$ cat src/rtl/hash_core.sv
// hash_core: iterative 128-bit ARX compression engine with Davies-Meyer
// feed-forward. It absorbs a stream of 64-bit message blocks into a 128-bit
// chaining value that is seeded from an external IV table.
//
// Optional feature macro: HASH_CORE_LEN_PAD_EN
//   defined   -> after the last block, one extra compression runs with the
//                block count as the message word (length padding).
//   undefined -> the digest is the chaining value right after the last block.
//
// Ports:
//   clk, rst_n                   clock, asynchronous active-low reset
//   start, t                     begin a new hash with IV variant t (IDLE only)
//   iv_sel, iv                   select to the IV table and its combinational IV
//   msg_valid/ready/data/last    message-block stream, 64-bit blocks
//   busy                         high in every state except IDLE
//   digest_valid/ready, digest   result stream, digest held until accepted
module hash_core #(
    parameter int ROUNDS = 8
) (
    input  logic         clk,
    input  logic         rst_n,
    input  logic         start,
    input  logic [1:0]   t,
    output logic [1:0]   iv_sel,
    input  logic [127:0] iv,
    input  logic         msg_valid,
    output logic         msg_ready,
    input  logic [63:0]  msg_data,
    input  logic         msg_last,
    output logic         busy,
    output logic         digest_valid,
    input  logic         digest_ready,
    output logic [127:0] digest
);

`ifdef HASH_CORE_LEN_PAD_EN
    typedef enum logic [2:0] {IDLE, ABSORB, ROUND, FINAL, DONE} state_t;
`else
    typedef enum logic [2:0] {IDLE, ABSORB, ROUND, DONE} state_t;
`endif

    localparam logic [7:0] LAST_R = 8'(ROUNDS - 1);

    function automatic logic [63:0] rotl(input logic [63:0] x, input int n);
        return (x << n) | (x >> (64 - n));
    endfunction

    state_t         state, state_nx;
    logic [127:0]   h;          // chaining value {A, B}
    logic [127:0]   v;          // working copy {a, b}
    logic [63:0]    m;          // latched message block
    logic [63:0]    cnt;        // blocks absorbed so far
    logic [7:0]     r;          // round index within the current compression
    logic [1:0]     t_q;        // IV variant latched on start
    logic           last_q;     // latched msg_last of the block in flight

    logic           in_round;
    logic           last_round;
    logic [63:0]    m_cur;
    logic [63:0]    sum;
    logic [63:0]    a_n, b_n;
    logic [127:0]   h_ff;

    // Round datapath: one ARX round per clock on the working copy.
    always_comb begin
        in_round = (state == ROUND);
        m_cur    = m;
`ifdef HASH_CORE_LEN_PAD_EN
        // The length block reuses the round function with the block count as M.
        if (state == FINAL) begin
            in_round = 1'b1;
            m_cur    = cnt;
        end
`endif
        sum        = v[127:64] + v[63:0];
        a_n        = rotl(sum, 13) ^ m_cur;
        b_n        = rotl(v[63:0], 17) ^ a_n ^ {56'h0, r};
        h_ff       = h ^ {a_n, b_n};
        last_round = in_round && (r == LAST_R);
    end

    always_comb begin
        state_nx = state;
        case (state)
            IDLE:   if (start) state_nx = ABSORB;
            ABSORB: if (msg_valid) state_nx = ROUND;
            ROUND: begin
                if (r == LAST_R) begin
                    if (!last_q)
                        state_nx = ABSORB;
                    else
`ifdef HASH_CORE_LEN_PAD_EN
                        state_nx = FINAL;
`else
                        state_nx = DONE;
`endif
                end
            end
`ifdef HASH_CORE_LEN_PAD_EN
            FINAL:  if (r == LAST_R) state_nx = DONE;
`endif
            DONE:   if (digest_ready) state_nx = IDLE;
            default: state_nx = IDLE;
        endcase
    end

    always_ff @(posedge clk or negedge rst_n) begin
        if (!rst_n) state <= IDLE;
        else        state <= state_nx;
    end

    always_ff @(posedge clk or negedge rst_n) begin
        if (!rst_n) begin
            h      <= '0;
            v      <= '0;
            m      <= '0;
            cnt    <= '0;
            r      <= '0;
            t_q    <= '0;
            last_q <= 1'b0;
        end else if (state == IDLE) begin
            if (start) begin
                t_q <= t;
                h   <= iv;
                v   <= iv;
                cnt <= '0;
            end
        end else if (state == ABSORB) begin
            if (msg_valid) begin
                m      <= msg_data;
                last_q <= msg_last;
                cnt    <= cnt + 64'd1;
                v      <= h;
                r      <= '0;
            end
        end else if (in_round) begin
            v <= {a_n, b_n};
            r <= r + 8'd1;
            if (last_round) begin
                h <= h_ff;
                r <= '0;
`ifdef HASH_CORE_LEN_PAD_EN
                // Seed the length compression from the post-feed-forward value.
                if (state == ROUND && last_q) v <= h_ff;
`endif
            end
        end
    end

    assign iv_sel       = (state == IDLE) ? t : t_q;
    assign msg_ready    = (state == ABSORB);
    assign busy         = (state != IDLE);
    assign digest_valid = (state == DONE);
    assign digest       = h;

endmodule

$ cat config.mk
export PLATFORM = sky130hd
export DESIGN_NAME = hash_core
export DESIGN_NICKNAME = d
export VERILOG_FILES = /design/src/rtl/hash_core.sv
export SDC_FILE = /design/constraint.sdc
export NUM_CORES = 1
export LEC_CHECK = 0
export CORE_MARGIN = 2
export CORE_UTILIZATION = 45
export DETAILED_ROUTE_END_ITERATION = 7
export PLACE_DENSITY = 0.72
export SKIP_CTS_REPAIR_TIMING = 1
export SLEW_MARGIN = 5
export SYNTH_ARGS = -nofsm -noshare
export SYNTH_HDL_FRONTEND = slang
export SYNTH_SLANG_ARGS = --single-unit
$ cat constraint.sdc
create_clock -name clk -period 3.52 [get_ports clk]
set_input_delay 0.528 -clock clk [delete_from_list [all_inputs] [get_ports clk]]
set_output_delay 0.528 -clock clk [all_outputs]
set_load 0.05 [all_outputs]
* After elaboration in Yosys (flattened, before gate mapping)
Cells that the tools add are included.
** Word-level totals
- Register bits after elaboration :: 334
- Word-level logic and storage cells :: 59
** Operators by class
- Add/sub/neg operators :: 2
- Eq/ne operators :: 10
- Muxes and demuxes :: 20
- Bitwise operators :: 7
- Reduce and logical (&&, ||, !) cells :: 13
** Operators with widths (number)
- two-way mux 128 bit :: 9
- XOR 128 bit :: 1
- XOR 64 bit :: 2
- adder 64 bit :: 1
- bitwise OR 64 x 13 -> 64 bit :: 1
- bitwise OR 64 x 17 -> 64 bit :: 1
- XOR 64 x 8 -> 64 bit :: 1
- two-way mux 8 bit :: 4
- two-way mux 3 bit :: 4
- one-hot mux 3 bit (4 select lines) :: 1
- AND reduction 3 bit :: 3
- adder 8 x 1 -> 8 bit, second input constant :: 1
- equality test 8 x 3 -> 1 bit, second input constant :: 1
- AND reduction 4 bit :: 2
- equality test 3 x 2 -> 1 bit, second input constant :: 2
- != test 2 x 1 -> 1 bit, second input constant :: 3
- nonzero test 2 bit :: 3
- nonzero test 3 bit :: 2
- two-way mux 2 bit :: 2
- != test 2 bit, second input constant :: 2
- equality test 3 x 1 -> 1 bit, second input constant :: 1
- zero test 3 bit :: 1
- != test 3 x 2 -> 1 bit, second input constant :: 1
- AND reduction 2 bit :: 1
- 2 further kinds :: 2

* Logic depth before layout (Yosys ltp)
Gate-level depths: netlist of the first run.
- Depth after elaboration :: 10
- Depth in mapped cells :: 13
- Depth with buffers taken out :: 13

* Worst setup path after synthesis of the first run
No wires, ideal clock.
- Path kind :: reg-to-reg
- From :: reg v[19]
- To :: reg h[7] (netlist: digest[7])
- Data arrival time :: 3148 ps
- Data required time :: 3357 ps
- Path slack :: 209 ps
- Stages on the path, launching flop included :: 14
- Cells stage by stage :: dfrtp_1 ha_1 buf_2 a21oi_1 o21ai_0 a221oi_1 o21ai_0 or3_1 o21ai_1 and2_1 o21ai_1 xnor3_1 a221oi_1 a41oi_1
** Between the ends
- Cells in the longest elaborated chain, start to end :: 10
** RTL lines
- start, declared :: line 50 : logic [127:0] v;
- start signal, assigned :: line 125 : v <= iv;
- start signal, assigned :: line 133 : v <= h;
- start signal, assigned :: line 137 : v <= {a_n, b_n};
- adder 64 bit :: line 75 : sum = v[127:64] + v[63:0];
- bitwise OR 64 x 13 -> 64 bit :: line 45 : return (x << n) | (x >> (64 - n));
- XOR 64 bit :: line 76 : a_n = rotl(sum, 13) ^ m_cur;
- XOR 64 bit :: line 77 : b_n = rotl(v[63:0], 17) ^ a_n ^ {56'h0, r};
- XOR 64 x 8 -> 64 bit :: line 77
- XOR 128 bit :: line 78 : h_ff = h ^ {a_n, b_n};
- two-way mux 128 bit :: line 139 : if (last_round) begin
- two-way mux 128 bit :: line 136 : end else if (in_round) begin
- two-way mux 128 bit :: line 128 : end else if (state == ABSORB) begin
- two-way mux 128 bit :: line 121 : end else if (state == IDLE) begin
- end signal, assigned :: line 124 : h <= iv;
- end, declared :: line 49 : logic [127:0] h;
Every way passes these cells. The select of a mux whose other input is x is not followed.
A chain may end at the register's enable or synchronous reset.

* Worst setup path in the final report of the first run
- From :: reg v[64]
- To :: reg h[5] (netlist: digest[5])
The elaborated chain is that of the path after synthesis.

==> reports/summary.txt, run 1 <==
GR Overflow Total = 0
Reg2reg setup slack = -0.11 ns
Worst setup margin = -0.109 ns
Register area share after synthesis = 38.1%
Max-Cap Viols = 0
Vias = 23300
Cell Rows = 80
Vias per Instance = 6.26
Final setup TNS = -0.772 ns
Pre-CTS setup slack = -0.578 ns
Post-synthesis register bit count = 333
Worst hold path type = input pin to asynchronous set/reset pin
Bufs on Longest Clock Path = 3
Hold Slack = -0.0239 ns
Crit path to = digest[5]
CTS buffer count = 40
Synth top area share = 38.1%
RSZ-0062 raised after global routing = true
Startpoint types = register
Arrival @ worst endpoint = 4.08 ns
Mapped Area = 0.0219 mm²
# H-tree levels = 2
Syn nets = 2790
Worst Max-Slew Pin Slew = 1.05 ns
Met3 Usage GRT = 6.14%
Fmax = 276 MHz
Share of cells above drive strength 1 = 21.4%
Critical Path End Type = register
Worst-path maximum fanout = 3
Ys Warns = 0
Crit path cell chain = ha_2 > fa_2 > a21oi_2 > nand4b_1 > a21o_1 > buf_6 > a21oi_2 > or3_4 > o21ai_4 > buf_6 > a211oi_1 > nor3_2 > buf_4 > xnor2_4 > mux2i_1 > o21ai_0
Asr flop ratio synth = 100%
# DRC = 0
CP required = 3.97 ns
CP Class = register to register
Worst r2r path cells = 16
GRT Util Overall = 37.9%
Starting Density = 45.7%
Tcrit/Tclk final = 103%
Critical Path Stages = 16
Synth area leader = dfrtp_1
Post-Route WL = 98.1 mm
Routing usage on met2 = 60.8%
Register clock-pin slew on the reported worst setup and hold paths = 0.06 ns
I/O pin count = 333
Layout net count = 3350
Vias in the first global route = 22600
Post-synthesis cell type count = 87
Initial antenna violation count = 1
Largest net degree at the start of global routing = 124
Clock Sinks = 333
Avg WL per Cell = 26.3 µm
Global-route wire length before repair = 143 mm
Relative slew slack = 30.2%
Fin crit period = 3.63 ns
Fin. max-slew vios = 0
Crit-path max cell delay = 0.39 ns
Layout Area Growth over Synthesis = 38.9%
CTS root buf = clkbuf_16
CTS tree = yes
Synth Instances = 2521
Final Hold Fails = 20
Crit path launch = v[64]
Die outline width = 224 µm
Post-route ant nets = 0
Std-Cell Core Area = 0.0478 mm²
PortBufs = 332
Pre-antenna DRT Iters = 6
Worst path top cell family by delay = simple AND/OR/NAND/NOR gates
Status = finished with violations
Worst-Skew Late Latency = 0.59 ns
Chip height = 224 µm
R2r endpoint = digest[5]
Post-synth EDFFs = 0
Ys flop type = dfrtp_1
RD Place Congestion = 0.989
Setup violations, final = 18
Die area = 0.0504 mm²
Mean area per synthesized cell = 8.67 µm²
Worst R2R Start = v[64]
GRT met1 Usage = 50.2%
Grt peak-use layer = met2
Final Skew = 0.0298 ns
Post-DP HPWL = 72.6 mm
Failing checks = negative hold slack, negative setup slack
CP Buf/Inv Count = 3
Starting DRT DRC Count = 2539
Slowest-stage cell, CP = dfrtp_1
Synth area leaders = dfrtp_1 (38%), o21ai_0 (6.6%), xnor2_1 (5.9%)
==> metrics by stage <==
step | cell area (µm²) | cells | utilization (%)
4_1_cts | 29400 | 3716 | 61.4
3_3_place_gp | 28100 | 3645 | 58.7
3_5_place_dp | 28100 | 3645 | 58.7
5_1_grt | 30400 | 3725 | 63.5
2_1_floorplan | 21900 | 2521 | -
6_report | 30400 | 3726 | 63.5
==> registers in the layout, summed over array words and instances (netlist names) <==
name    cells
m          64
v         128
last_q      1
state       2
digest    128
r           8
t_q         2
==> cells in the mapped netlist, types with 17 or more instances <==
library cell  count
clkbuf_1        148
inv_1            39
a21oi_1         212
a221oi_1         24
nand3_1          45
xor2_1           48
ha_1             68
mux2_2           70
o21ai_0         289
a211oi_1         21
o22ai_1          23
xnor2_1         147
nor2_1          171
dfrtp_1         333
nand4_1          31
nand2_1         326
a21o_1           42
mux2i_1          57
a221o_1          29
a22oi_1          19
nor3_1           52
or3_1            17
o211ai_1         74
==> layout make-up <==
cell class	instances	area [µm²]
fill	4085	17500
inverter	39	150
clock buffer	57	1200
clock inverter	14	115
antenna	1	2.50
sequential	333	8330
tap	615	769
multi-input combinational	1969	13600
timing repair buffer	698	6230
==> kinds of logic after synthesis <==
logic type | count (synthesis) | synth area share, %
adder cells (fa/ha/maj) | 69 | 3.98
flip-flops | 333 | 38.1
multiplexers | 127 | 6.21
AO/OA/AOI/OAI | 870 | 25.1
buffers and inverters | 219 | 4.05
AND/OR/NAND/NOR | 701 | 14.0
XOR/XNOR | 202 | 8.54
==> worst min path at each step <==
stage / startpoint / end / slack, ns / cells after the start
floorplan: rst_n / digest[0] / 0.23 / 0
global placement: t_q[1] / t_q[1] / 0.46 / 2
detailed placement: t_q[0] / t_q[0] / 0.47 / 2
CTS: rst_n / m[23] / -0.01 / 1
global route: rst_n / m[30] / 0.03 / 1
finish: rst_n / m[23] / -0.02 / 1
==> layer usage <==
metal	vias to the layer above	wire length, µm
li1	10300	-
met1	11400	39200
met2	1375	44900
met3	280	8600
met4	2	5400
met5	-	10
==> layout by cell type, fill, tap and decap left out, drive strengths merged, types with 8 or more instances in the layout <==
cell type / n
nand2: 327
xor2: 48
and3: 16
clkbuf: 57
buf: 367
clkinv: 9
a221oi: 24
ha: 68
a211oi: 21
o221a: 14
o31ai: 9
a22oi: 19
dfrtp: 333
o311ai: 15
o211ai: 75
a21oi: 213
mux2: 70
nand3: 45
nand4: 31
o21ai: 295
mux2i: 57
inv: 41
xnor2: 147
a221o: 29
o21a: 16
o22ai: 23
o21bai: 16
and2: 8
a21o: 42
nor2: 172
nor3: 52
a31oi: 15
clkdlybuf4s50: 331
or3: 18
Power of run 1 is left out: the tool's default activity adds up to more than one toggle a clock period on the data nets, which glitch-free logic cannot reach.
==> run 2, diff against run 1 <==
- PLACE_DENSITY: 0.72 -> 0.69
- clock period: 3.52 -> 3.9 ns (I/O delays scaled with it)
==> reports/summary.txt, run 2 (same netlist as run 1, synthesis figures left out) <==
Fmax = 259 MHz
Starting Density = 45.7%
# H-tree levels = 2
Worst Max-Slew Pin Slew = 1.02 ns
Initial antenna violation count = 1
Global-route wire length before repair = 142 mm
Share of cells above drive strength 1 = 12.6%
Setup violations, final = 0
Worst hold path type = input pin to asynchronous set/reset pin
Relative slew slack = 31.7%
I/O pin count = 333
Failing checks = negative hold slack
Inst Count DP = 3453
Chip height = 224 µm
RD Place Congestion = 0.995
Critical Path End Type = register
Post-route ant nets = 0
Layout Area Growth over Synthesis = 28.7%
Final Non-Filler Cells = 3521
Cell Rows = 80
Final Skew = 0.0213 ns
Pre-CTS setup slack = -0.0962 ns
Fin. max-slew vios = 0
Die area = 0.0504 mm²
Vias per Instance = 6.30
Startpoint types = register
Clock Sinks = 333
Commonest non-fill, non-tap cell in the layout = dfrtp_1
Tcrit/Tclk final = 99.1%
RSZ-0062 raised after global routing = true
Fin crit period = 3.87 ns
CTS root buf = clkbuf_16
Top Layer Used = met4
Worst setup margin = 0.0337 ns
PortBufs = 332
Hold Slack = -0.0370 ns
Arrival @ worst endpoint = 4.36 ns
Avg WL per Cell = 27.5 µm
Layout net count = 3150
Post-Route WL = 97.0 mm
Worst-path maximum fanout = 6
Bufs on Longest Clock Path = 3
Die outline width = 224 µm
Starting DRT DRC Count = 2319
CTS buffer count = 40
Pre-antenna DRT Iters = 6
Commonest cells after routing, fill and taps aside = dfrtp_1 (333), clkdlybuf4s50_1 (331), nand2_1 (324)
CTS tree = yes
Vias in the first global route = 21500
Max-Cap Viols = 0
Std-Cell Core Area = 0.0478 mm²
Final Hold Fails = 14
Register clock-pin slew on the reported worst setup and hold paths = 0.06 ns
Worst-Skew Late Latency = 0.58 ns
GR Overflow Total = 0
CP required = 4.39 ns
# DRC = 0
Vias = 22200
GRT Util Overall = 38.1%
Largest net degree at the start of global routing = 111
WL met2 = 43.7 mm
Post-DP HPWL = 72.9 mm
Status = finished with violations
M1 wire length = 39.8 mm
Wire length on met3 = 8.63 mm
CP Class = register to register
run 2: cell count changes in the layout (fill, tap and decap cells not counted), sizes merged:
cell / delta
bufinv: +4
clkinv: -2
buf: -200
inv: -3
clkbuf: -4
run 2: layer usage:
layer  global-route usage, %  vias up
li1                        -     9852
met1                    51.9    10900
met2                    59.7     1254
met3                    6.00      204
met4                    17.8        0
met5                       0        -
run 2: final timing paths:
check | startpoint | cells after the start | slack (ns) | endpoint
setup reg to reg | v[17] | 12 | 0.03 | digest[9]
hold reg to reg | t_q[1] | 2 | 0.48 | t_q[1]
hold / removal | rst_n | 1 | -0.04 | digest[71]
min in group clk | t_q[1] | 2 | 0.48 | t_q[1]
max in group asynchronous | rst_n | 2 | 2.98 | m[50]
setup / recovery | v[17] | 12 | 0.03 | digest[9]
run 2: final cells by class:
cell class,count,area [µm²]
clock inverter,13,195
timing repair buffer,498,4670
antenna,1,2.50
tap,615,769
fill,4244,19700
inverter,39,150
sequential,333,8330
multi-input combinational,1969,12900
clock buffer,53,1150
run 2: worst max-delay path: stages (launching register included):
cell      delay [ns]
dfrtp_1         0.42
ha_1            0.41
a21oi_1         0.23
o21ai_0         0.21
a221oi_1        0.29
o21ai_0         0.16
or3_1           0.47
o21ai_2         0.28
a21oi_1         0.18
o31ai_2         0.34
xnor2_2         0.26
xor2_2          0.31
mux2i_1         0.22
run 2: stage by stage:
| stage | cell area (µm²) | hold slack [ns] | setup TNS, ns | utilization, % |
|---|---|---|---|---|
| final | 28100 | -0.0370 | 0 | 58.8 |
| after global routing | 28100 | 0.0233 | -0.0810 | 58.8 |
| after CTS | 28000 | -0.0255 | -0.235 | 58.5 |
| after detailed placement | 26600 | 0.467 | -0.115 | 55.7 |
| after global placement | 26600 | 0.461 | -0.133 | 55.7 |
| after floorplan | 21900 | 0.289 | 0 | - |
Power of run 2 is left out for the same reason.
